**config.mk**
```make
export PLATFORM = sky130hd
export DESIGN_NAME = store_buffer
export DESIGN_NICKNAME = d
export VERILOG_FILES = /design/src/rtl/store_buffer.sv
export SDC_FILE = /design/constraint.sdc
export NUM_CORES = 1
export LEC_CHECK = 0
export CORE_MARGIN = 4
export CORE_UTILIZATION = 50
export CTS_CLUSTER_DIAMETER = 40
export DETAILED_ROUTE_END_ITERATION = 16
export PLACE_DENSITY_LB_ADDON = 0.2
export SETUP_SLACK_MARGIN = 0.15
export SLEW_MARGIN = 20
export SYNTH_ARGS = -nofsm -noshare
export SYNTH_HDL_FRONTEND = slang
export SYNTH_SLANG_ARGS = --single-unit
```
**constraint.sdc**
```tcl
create_clock -name clk_i -period 9.8 [get_ports clk_i]
set_input_delay 2.94 -clock clk_i [delete_from_list [all_inputs] [get_ports clk_i]]
set_output_delay 2.94 -clock clk_i [all_outputs]
set_load 0.02 [all_outputs]
```
**src/rtl/store_buffer.sv**
```systemverilog
// In-order store buffer: allocates at rename, captures address/data on execute,
// commits in program order on retire and drains committed entries to memory.
module store_buffer #(
  parameter  int SB_ENTRY    = 8,
  parameter  int ISSUE_ENTRY = 16,
  parameter  int WORD_SIZE_P = 16,
  localparam int SBW         = $clog2(SB_ENTRY)
) (
  input  logic                       clk_i,
  input  logic                       reset_n_i,
  input  logic                       alloc_v_i,
  output logic                       alloc_ready_o,
  output logic [SBW-1:0]             alloc_id_o,
  input  logic                       exec_v_i,
  input  logic [SBW-1:0]             exec_id_i,
  input  logic [WORD_SIZE_P-1:0]     exec_addr_i,
  input  logic [WORD_SIZE_P-1:0]     exec_data_i,
  input  logic                       commit_v_i,
  input  logic                       flush_i,
  output logic                       mem_v_o,
  output logic [WORD_SIZE_P-1:0]     mem_addr_o,
  output logic [WORD_SIZE_P-1:0]     mem_data_o,
  input  logic                       mem_ready_i,
  input  logic [ISSUE_ENTRY*SBW-1:0] issue_sb_num_vector_i,
  output logic [ISSUE_ENTRY-1:0]     st_clear_vector_o,
  output logic                       err_o
);

  logic [SBW:0]             head_r, cptr_r, tail_r;
  logic [SB_ENTRY-1:0]      valid_r, exec_r, cmt_r;
  logic [WORD_SIZE_P-1:0]   addr_r [SB_ENTRY];
  logic [WORD_SIZE_P-1:0]   data_r [SB_ENTRY];
  logic                     err_r;

  logic [SBW-1:0]           head_idx_s, cptr_idx_s, tail_idx_s;
  logic [SBW:0]             count_s, ucnt_s;
  logic                     alloc_fire_s, exec_fire_s, commit_fire_s, drain_s;
  logic                     exec_err_s, commit_err_s;
  logic [SB_ENTRY-1:0]      flush_mask_s;

  assign head_idx_s = head_r[SBW-1:0];
  assign cptr_idx_s = cptr_r[SBW-1:0];
  assign tail_idx_s = tail_r[SBW-1:0];
  assign count_s    = tail_r - head_r;
  assign ucnt_s     = tail_r - cptr_r;

  assign alloc_ready_o = (count_s != (SBW+1)'(SB_ENTRY));
  assign alloc_id_o    = tail_idx_s;
  assign mem_v_o       = valid_r[head_idx_s] & cmt_r[head_idx_s];
  assign mem_addr_o    = addr_r[head_idx_s];
  assign mem_data_o    = data_r[head_idx_s];
  assign err_o         = err_r;

  // Event qualification and protocol error detection from registered state
  always_comb begin
    alloc_fire_s  = alloc_v_i & alloc_ready_o & ~flush_i;
    drain_s       = mem_v_o & mem_ready_i;
    exec_fire_s   = 1'b0;
    exec_err_s    = 1'b0;
    commit_fire_s = 1'b0;
    commit_err_s  = 1'b0;
    if (exec_v_i && !flush_i) begin
      if (valid_r[exec_id_i] && !cmt_r[exec_id_i]) begin
        exec_fire_s = 1'b1;
      end else begin
        exec_err_s = 1'b1;
      end
    end else begin
      exec_fire_s = 1'b0;
    end
    if (commit_v_i && !flush_i) begin
      if ((cptr_r != tail_r) && exec_r[cptr_idx_s]) begin
        commit_fire_s = 1'b1;
      end else begin
        commit_err_s = 1'b1;
      end
    end else begin
      commit_fire_s = 1'b0;
    end
  end

  // Entries in the uncommitted window [cptr, tail) are the ones a flush squashes
  always_comb begin
    flush_mask_s = '0;
    for (int i = 0; i < SB_ENTRY; i++) begin
      flush_mask_s[i] = ({1'b0, SBW'(SBW'(i) - cptr_idx_s)} < ucnt_s);
    end
  end

  // Clear vector lookup: an issue slot is released when its store is gone or executed
  always_comb begin
    st_clear_vector_o = '0;
    for (int k = 0; k < ISSUE_ENTRY; k++) begin
      st_clear_vector_o[k] = ~valid_r[issue_sb_num_vector_i[k*SBW +: SBW]]
                           | exec_r[issue_sb_num_vector_i[k*SBW +: SBW]];
    end
  end

  // Head, commit and tail pointers plus the sticky error flag
  always_ff @(posedge clk_i or negedge reset_n_i) begin
    if (!reset_n_i) begin
      head_r <= '0;
      cptr_r <= '0;
      tail_r <= '0;
      err_r  <= 1'b0;
    end else begin
      err_r <= err_r | exec_err_s | commit_err_s;
      if (drain_s) begin
        head_r <= head_r + (SBW+1)'(1);
      end
      if (commit_fire_s) begin
        cptr_r <= cptr_r + (SBW+1)'(1);
      end
      if (flush_i) begin
        tail_r <= cptr_r;
      end else if (alloc_fire_s) begin
        tail_r <= tail_r + (SBW+1)'(1);
      end
    end
  end

  // Per-entry state; drain and flush clear, otherwise alloc/exec/commit set bits
  always_ff @(posedge clk_i or negedge reset_n_i) begin
    if (!reset_n_i) begin
      valid_r <= '0;
      exec_r  <= '0;
      cmt_r   <= '0;
      for (int i = 0; i < SB_ENTRY; i++) begin
        addr_r[i] <= '0;
        data_r[i] <= '0;
      end
    end else begin
      for (int i = 0; i < SB_ENTRY; i++) begin
        if (drain_s && (head_idx_s == SBW'(i))) begin
          valid_r[i] <= 1'b0;
          exec_r[i]  <= 1'b0;
          cmt_r[i]   <= 1'b0;
          addr_r[i]  <= '0;
          data_r[i]  <= '0;
        end else if (flush_i && flush_mask_s[i]) begin
          valid_r[i] <= 1'b0;
          exec_r[i]  <= 1'b0;
          cmt_r[i]   <= 1'b0;
        end else begin
          if (alloc_fire_s && (tail_idx_s == SBW'(i))) begin
            valid_r[i] <= 1'b1;
            exec_r[i]  <= 1'b0;
            cmt_r[i]   <= 1'b0;
          end
          if (exec_fire_s && (exec_id_i == SBW'(i))) begin
            exec_r[i] <= 1'b1;
            addr_r[i] <= exec_addr_i;
            data_r[i] <= exec_data_i;
          end
          if (commit_fire_s && (cptr_idx_s == SBW'(i))) begin
            cmt_r[i] <= 1'b1;
          end
        end
      end
    end
  end

endmodule

```
==> out/metrics.yaml, run 1 <==
status: "finished clean"
hpwlAfterDp_um: 25800
skew_ps: 25.6
endpoint_kind: "primary output"
async_reset_ff_frac: 1.00
regArea_sq_mm: 0.00734
rr_startpoint: "head_r[0]"
overflow: 0
postCtsHoldBufs: 0
clockRootBuffer: "clkbuf_16"
dpl.cell_count: 1819
p_total_w: 0.00491
vias_per_cell: 6.24
intPower_w: 0.00312
leakage_nw: 8.49
r2r-end: "data_r[35]"
setup_viol: 0
synth_warnings: 0
num_rows: 64
crit_fanout: 2
die_w_um: 185
ys_seq_area_frac: 0.470
setup_ws_ps: 2090
cts_buffers: 42
ys_seq_elements: 293
fin_cells: 1896
grt_start_max_net_pins: 166
grt_first_pass_wirelength_um: 70800
timing.setup.critical_path_class: "in2out"
port_buffers: 143
ioPinCount: 144
ys.flop_type: "dfrtp_1"
grt_setup_unrepaired: "no"
cp_common_cell: "clkdlybuf4s50_1"
numClockSinks: 293
syn_area_sq_mm: 0.0156
cp_num_buf_inv: 2
area_growth_pct: 18.8
cpMaxStageDelayCell: "clkdlybuf4s50_1"
worstSetupStartpointType: "input port"
nets: 1601
fin_crit_ps: 7710
tns_ps: 0
clock.fmax_mhz: 130
startpoint: "issue_sb_num_vector_i[24]"
die_area_sq_mm: 0.0341
core_area_sq_mm: 0.0307
clk_path_buf_depth: 3
swShare: 0.364
p_per_area_mw_per_mm2: 265
grt_pass1_vias: 12300
crit_required_ps: 6860
place_congestion: 0.848
rr_worst_depth: 7
track_usage: 0.265
drc: 0
via_count: 11800
final_antenna_net_count: 0
synth_nets: 1527
totalWireLength_um: 44400
tightest_slew_ps: 1170
vdd_ir_drop_max_mv: 0.145
final_hold_viol_count: 0
max_cap_violations: 0
synth-edff-count: 0
period_share: 0.787
wl_per_cell_um: 23.4
p_sw_w: 0.00179
ctsHtreeMaxLevel: 2
p_clk_frac: 0.301
seqPwrFrac: 0.330
critical_path_depth: 4
synth_cell_types: 66
relSlewSlack: 0.216
place_ws_ps: 2070
grt_antenna_before_repair: 2
drt-initial-drc-count: 957
worstPathCellList: "clkdlybuf4s50_1, mux4_2, a21oi_1, clkdlybuf4s50_1"
die_h_um: 185
endpoint: "st_clear_vector_o[8]"
path_clk_slew_ps: 50
min_path_type: "reg2reg"
drive_gt1_frac: 0.146
cp_data_arrival_time_ps: 4770
antenna-diode-count: 0
start_util: 0.509
tritoncts: "yes"
clk-insertion-delay-late_ps: 540
p_comb_frac: 0.369
crit_path_max_incr_delay_ps: 630
multi_input_area_sq_mm: 0.00758
fillers: 2527
post_cts_buffers: 0
drv_slew: 0
firstDrtPassIters: 5
post_cts_resized: 0
regToRegSetupSlack_ps: 5960
cp_top_family: "buffers and inverters"
avgSynthCellArea_sq_um: 11.2
synthCells: 1394
==> logic make-up after synthesis <==
logic type | synth area share
muxes | 0.186
AOI/OAI and AO/OA | 0.141
and+or+nand+nor | 0.114
DFF | 0.470
buffers and inverters | 0.0490
xor gates and xnor gates | 0.00505
adders and majority gates | 0.0349
==> area by class of cell <==
type                    count  share of cell area
well taps                 396              0.0267
clock buffers              46              0.0586
multi-input cells         939               0.409
flip-flops and latches    293               0.396
clock inverters            30              0.0159
repair buffers            168              0.0894
inverters                  24             0.00486
==> worst min-delay path by stage <==
| stage | slack [ps] | endpoint | start | cells past startpoint |
|---|---|---|---|---|
| after CTS | 480 | err_o | err_o | 1 |
| final | 480 | err_o | err_o | 1 |
| after global placement | 460 | err_o | err_o | 1 |
| after global routing | 510 | err_o | err_o | 1 |
| after floorplan | 460 | head_r[3] | head_r[3] | 1 |
| after detailed placement | 460 | err_o | err_o | 1 |
==> per-stage QoR <==
stage                     area [sq um]   util  hold slack, ps
after floorplan                  15600      -             461
after global placement           17100  0.559             459
after detailed placement         17100  0.559             464
after CTS                        18500  0.604             485
after global routing             18500  0.604             506
final                            18500  0.604             484
==> routing by layer <==
layer  vias up  share of wire  global-route usage
li1       5199              -                   -
met1      6080           0.42               0.369
met2       478           0.48               0.437
met3        68          0.078              0.0448
met4         4          0.021              0.0684
met5         -        0.00061                   0
==> cell usage after synthesis, types with 22 or more instances <==
library cell | instances | share of area
a21oi_1 | 102 | 0.033
a22o_1 | 129 | 0.072
buf_2 | 33 | 0.011
clkbuf_1 | 81 | 0.019
dfrtp_1 | 293 | 0.47
ha_1 | 42 | 0.034
inv_1 | 22 | 0.0053
mux2i_1 | 66 | 0.042
mux4_2 | 98 | 0.14
nand2_1 | 248 | 0.060
nor2_1 | 95 | 0.023
==> placed cells by master (no fill, tap or decap), drive strengths merged, types with 4 or more instances in the layout <==
cell,count
o32ai,4
dfrtp,293
a21oi,103
o21ai,20
nand2,248
mux2i,66
mux4,98
a22o,129
nor2b,10
nor4,5
clkdlybuf4s50,142
nand3,14
inv,37
clkbuf,46
o22ai,4
nor2,95
o21a,11
nand4,5
clkinv,12
nand4b,5
and2,7
buf,26
ha,42
xnor2,6
a21o,6
nand2b,6
o21ba,5
==> flip-flops by register name (all words and copies together), names as in the netlist <==
name,count
addr_r,128
cmt_r,8
cptr_r,4
data_r,128
err_o,1
exec_r,8
head_r,4
tail_r,4
valid_r,8
==> power groups by stage <==
stage / registers (W) / clock network (W) / logic, W
floorplan: 0.00151 / 0 / 0.00135
global placement: 0.00163 / 0 / 0.00176
detailed placement: 0.00163 / 0 / 0.00180
CTS: 0.00162 / 0.00150 / 0.00181
global route: 0.00165 / 0.00156 / 0.00198
finish: 0.00162 / 0.00148 / 0.00181
Power figures use the tool's default switching activity.
==> run 2: changes to the inputs <==
Clock period 9.8 ns to 7.33 ns, I/O delays scaled along.
==> run 2 against run 1 <==
  * Worst hold slack worse by 12 ps
  * Register-to-register slack worse by 2900 ps
  * Global-route usage down 0.41 points
  * Non-clock buffer count up 3
  * Total power up 37%
  * Clock power up 43%
  * Via count down 0.11%
  * Design area up 0.83%
  * Critical endpoint is now st_clear_vector_o[5]
  * Count of clock-buffer cells in the layout up 7
==> out/metrics.yaml, run 2 (synthesized netlist as in run 1, its figures left out) <==
clk_path_buf_depth: 3  # unchanged
drv_slew: 0  # unchanged
hpwlAfterDp_um: 26100  # +1.4%
final_hold_viol_count: 0  # unchanged
via_count: 11800  # -0.11%
tritoncts: "yes"
mostFrequentLayoutCells: "dfrtp_1, nand2_1, clkdlybuf4s50_1, a22o_1, a21oi_1"
timing.setup.critical_path_class: "in2out"
min_path_type: "reg2reg"
max_cap_violations: 0  # unchanged
cp_num_buf_inv: 2  # unchanged
cp_common_cell: "clkdlybuf4s50_1"
fin_crit_ps: 6230
crit_path_max_incr_delay_ps: 620  # about the same
start_util: 0.509  # unchanged
overflow: 0  # unchanged
drive_gt1_frac: 0.150  # +0.00407
wl_per_cell_um: 23.5  # +0.14%
period_share: 0.850
port_buffers: 143  # unchanged
area_growth_pct: 19.7
drc: 0  # unchanged
cp_top_family: "buffers and inverters"
totalWireLength_um: 44600  # +0.45%
worstSetupStartpointType: "input port"
endpoint_kind: "primary output"
grt_pass1_vias: 12100  # -1.7%
vias_per_cell: 6.21  # -0.43%
grt_first_pass_wirelength_um: 69900  # -1.3%
nets: 1605  # +0.25%
cpMaxStageDelayCell: "clkdlybuf4s50_1"
firstDrtPassIters: 5  # unchanged
cts_buffers: 43  # +2.4%
fillers: 2444  # -3.3%
core_area_sq_mm: 0.0307  # unchanged
clock.fmax_mhz: 160
numClockSinks: 293  # unchanged
grt_setup_unrepaired: "no"
skew_ps: 34.5  # +8.94 ps
largest_registers: "addr_r (128), data_r (128)"
hold_ws_ps: 472  # -11.8 ps
worstPathCellList: "clkdlybuf4s50_1, mux4_2, a21oi_1, clkdlybuf4s50_1"
status: "finished clean"
multi_input_area_sq_mm: 0.00758  # about the same
num_rows: 64  # unchanged
regArea_sq_mm: 0.00734  # unchanged
tightest_slew_ps: 1080  # -89.0 ps
ioPinCount: 144  # unchanged
path_clk_slew_ps: 40  # about the same
tns_ps: 0  # unchanged
drt-initial-drc-count: 878  # -8.3%
final_antenna_net_count: 0  # unchanged
grt_start_max_net_pins: 123  # -26%
track_usage: 0.261  # -0.00405
die_w_um: 185  # unchanged
postCtsHoldBufs: 0  # unchanged
setup_viol: 0  # unchanged
place_congestion: 0.839  # -1.0%
final_util: 0.609  # +0.00502
ctsHtreeMaxLevel: 2  # unchanged
antenna-diode-count: 0  # unchanged
crit_required_ps: 5130  # -1730 ps
final_common_cell: "dfrtp_1"
die_h_um: 185  # unchanged
clk-insertion-delay-late_ps: 540  # about the same
p_per_area_mw_per_mm2: 359  # +36%
die_area_sq_mm: 0.0341  # unchanged
clockRootBuffer: "clkbuf_16"
post_cts_buffers: 0  # unchanged
post_cts_resized: 0  # unchanged
relSlewSlack: 0.274  # +0.0583
grt_antenna_before_repair: 3  # +1
crit_fanout: 2  # unchanged
vdd_ir_drop_max_mv: 0.195  # +35%
leakage_nw: 8.56  # +0.83%
cp_data_arrival_time_ps: 4030  # -740 ps
run 2: cell count changes in the layout (fill, tap and decap cells not counted), sizes merged:
cell    before  now
bufinv       2    4
clkbuf      46   53
buf         26   29
inv         37   32
clkinv      12   11
run 2: through the flow:
step / instance area (sq um) / std cells / power [W] / setup slack, ps
after global routing: 18700 / 1902 / 0.00709 / 1000
after detailed placement: 17100 / 1821 / 0.00459 / 1090
after global placement: 17100 / 1821 / 0.00453 / 1100
after CTS: 18600 / 1900 / 0.00671 / 1090
final: 18700 / 1902 / 0.00671 / 1100
after floorplan: 15600 / 1394 / 0.00384 / 2080
run 2: worst paths after layout:
kind                                      startpoint              endpoint  slack [ps]  depth (start not counted)
min in group asynchronous                  reset_n_i            addr_r[60]        1780                          1
setup reg to reg                           cptr_r[1]            data_r[49]        3110                          9
hold reg to reg                                err_o                 err_o         470                          1
hold / removal                                 err_o                 err_o         470                          1
max in group asynchronous                  reset_n_i             tail_r[1]        4230                          2
setup / recovery           issue_sb_num_vector_i[15]  st_clear_vector_o[5]        1100                          4
run 2: worst reg2reg max path, stage by stage, from the launching register on:
cell,delay [ps]
dfrtp_1,600
inv_1,320
fa_1,490
xnor2_1,710
ha_1,250
o21ai_0,90
a32oi_1,260
and2_1,800
buf_4,450
a22o_1,190
run 2: final cells by class:
type / count / share of cell area
tap: 396 / 0.0265
clock inverter: 26 / 0.0164
multi-input combinational: 939 / 0.406
sequential: 293 / 0.393
clock buffer: 53 / 0.0634
inverter: 24 / 0.00482
timing repair buffer: 171 / 0.0905
run 2: routing by layer:
metal / global-route usage / up-vias / wire (um)
met2: 0.422 / 478 / 21200
met3: 0.0549 / 68 / 3580
li1: - / 5208 / -
met5: 0 / - / 45
met1: 0.365 / 6056 / 18800
met4: 0.0640 / 6 / 973
run 2: power breakdown:
group | internal [W] | switching, W | total [W]
clock | 0.00131 | 0.000798 | 0.00211
combinational | 0.00113 | 0.00132 | 0.00245
sequential | 0.00188 | 0.000274 | 0.00215
==> run 3: changes to the inputs <==
Settings changed: CORE_UTILIZATION 50 to 45.
==> run 3 against run 2 <==
  * Sequential cell count unchanged
  * Non-clock buffer count down 1
  * Die area up 11%
  * Critical endpoint is now st_clear_vector_o[1]
==> out/metrics.yaml, run 3 (synthesized netlist as in run 1, its figures left out) <==
status: "finished clean"
seqPwrFrac: 0.317  # -0.003
area_growth_pct: 20.1
tightest_slew_ps: 1120  # +33.1 ps
via_count: 11800  # -0.15%
fin_crit_ps: 6260  # +23.6 ps
postCtsHoldBufs: 0  # unchanged
wl_per_cell_um: 23.4  # -0.27%
track_usage: 0.241  # -0.0196
endpoint_kind: "primary output"
tritoncts: "yes"
num_rows: 67  # +4.7%
drt-initial-drc-count: 822  # -6.4%
final_antenna_net_count: 0  # unchanged
cts_buffers: 43  # unchanged
overflow: 0  # unchanged
final_util: 0.553  # -0.0560
min_path_type: "reg2reg"
clockRootBuffer: "clkbuf_16"
top_layer_used: "met5"
tns_ps: 0  # unchanged
largest_registers: "addr_r (128), data_r (128)"
wl_met1_um: 20300  # +8.1%
final_hold_viol_count: 0  # unchanged
grt_pass1_vias: 12300  # +1.3%
drv_slew: 0  # unchanged
hp-start: "err_o"
vias_per_cell: 6.04  # -2.8%
setup_viol: 0  # unchanged
totalWireLength_um: 45700  # +2.5%
grt_first_pass_wirelength_um: 72600  # +3.9%
drive_gt1_frac: 0.150  # unchanged
place_congestion: 0.851  # +1.4%
core_area_sq_mm: 0.0339  # +10%
grt_start_max_net_pins: 106  # -14%
hpwlAfterDp_um: 27000  # +3.3%
p_comb_frac: 0.363  # -0.002
worstSetupStartpointType: "input port"
crit_required_ps: 5130  # about the same
post_cts_buffers: 0  # unchanged
final_common_cell: "dfrtp_1"
p_per_area_mw_per_mm2: 359  # about the same
p_sw_w: 0.00243  # +1.6%
path_clk_slew_ps: 50  # about the same
die_area_sq_mm: 0.0377  # +11%
drc: 0  # unchanged
clk-insertion-delay-late_ps: 560  # +20 ps
grt_setup_unrepaired: "no"
intPower_w: 0.00430  # -0.36%
firstDrtPassIters: 5  # unchanged
startpoint: "issue_sb_num_vector_i[3]"
port_buffers: 143  # unchanged
leakage_nw: 8.54  # -0.19%
numClockSinks: 293  # unchanged
crit_fanout: 2  # unchanged
start_util: 0.461  # -0.0481
hold_ws_ps: 483  # +11.4 ps
nets: 1604  # -0.062%
wl_met2_um: 21300  # about the same
antenna-diode-count: 0  # unchanged
die_h_um: 194  # +5.2%
rr_startpoint: "cptr_r[1]"
relSlewSlack: 0.253  # -0.0209
max_cap_violations: 0  # unchanged
ctsHtreeMaxLevel: 2  # unchanged
period_share: 0.854  # +0.00321
clk_path_buf_depth: 3  # unchanged
post_cts_resized: 0  # unchanged
skew_ps: 34.0  # -0.501 ps
swShare: 0.361  # +0.00439
wl_met3_um: 3260  # -9.0%
vdd_ir_drop_max_mv: 0.243  # +24%
cp_data_arrival_time_ps: 4060  # +30 ps
mostFrequentLayoutCells: "dfrtp_1, nand2_1, clkdlybuf4s50_1, a22o_1, a21oi_1"
timing.setup.critical_path_class: "in2out"
clock.fmax_mhz: 160  # -0.38%
grt_antenna_before_repair: 2  # -1
die_w_um: 194  # +5.2%
p_total_w: 0.00673  # +0.32%
p_clk_frac: 0.320  # +0.006
ioPinCount: 144  # unchanged
[run 3: cell count changes in the layout (fill, tap and decap cells not counted), sizes merged]
cell	before	now
clkbuf	53	49
clkinvlp	3	4
buf	29	28
inv	32	38
clkinv	11	9
[run 3: metal layers]
layer,up-vias,global-route usage
met5,-,0
met4,4,0.0643
met2,486,0.381
met3,75,0.0434
li1,5195,-
met1,6038,0.347
[run 3: per-stage QoR]
step	worst slack, ps	instances	cell area [sq um]
floorplan	2080	1394	15600
global placement	1110	1873	17200
detailed placement	1080	1873	17200
CTS	1080	1953	18700
global route	990	1954	18700
finish	1070	1954	18700
[run 3: cell type report]
cell class | count | area, sq um
inverter | 24 | 90.1
clock buffer | 49 | 1150
sequential | 293 | 7340
clock inverter | 31 | 368
fill | 2933 | 15100
timing repair buffer | 170 | 1660
multi-input combinational | 939 | 7580
tap | 448 | 561
[run 3: path summary, 6_finish.rpt]
check | end | slack, ps | cells after the start
hold reg to reg | err_o | 480 | 1
setup / recovery | st_clear_vector_o[1] | 1070 | 4
min in group asynchronous | addr_r[4] | 1660 | 1
hold / removal | err_o | 480 | 1
max in group asynchronous | data_r[7] | 4150 | 2
setup reg to reg | addr_r[57] | 3420 | 9
[run 3: power groups by stage]
stage | logic, W | registers [W] | clock network (W)
2_1_floorplan | 0.00181 | 0.00202 | 0
4_1_cts | 0.00246 | 0.00213 | 0.00219
6_report | 0.00245 | 0.00213 | 0.00215
3_5_place_dp | 0.00245 | 0.00216 | 0
3_3_place_gp | 0.00240 | 0.00215 | 0
5_1_grt | 0.00269 | 0.00217 | 0.00226
[run 3: worst max-delay path, stage by stage]
cell,delay (ps)
clkdlybuf4s50_1,530
mux4_2,530
a21oi_1,170
clkdlybuf4s50_1,630
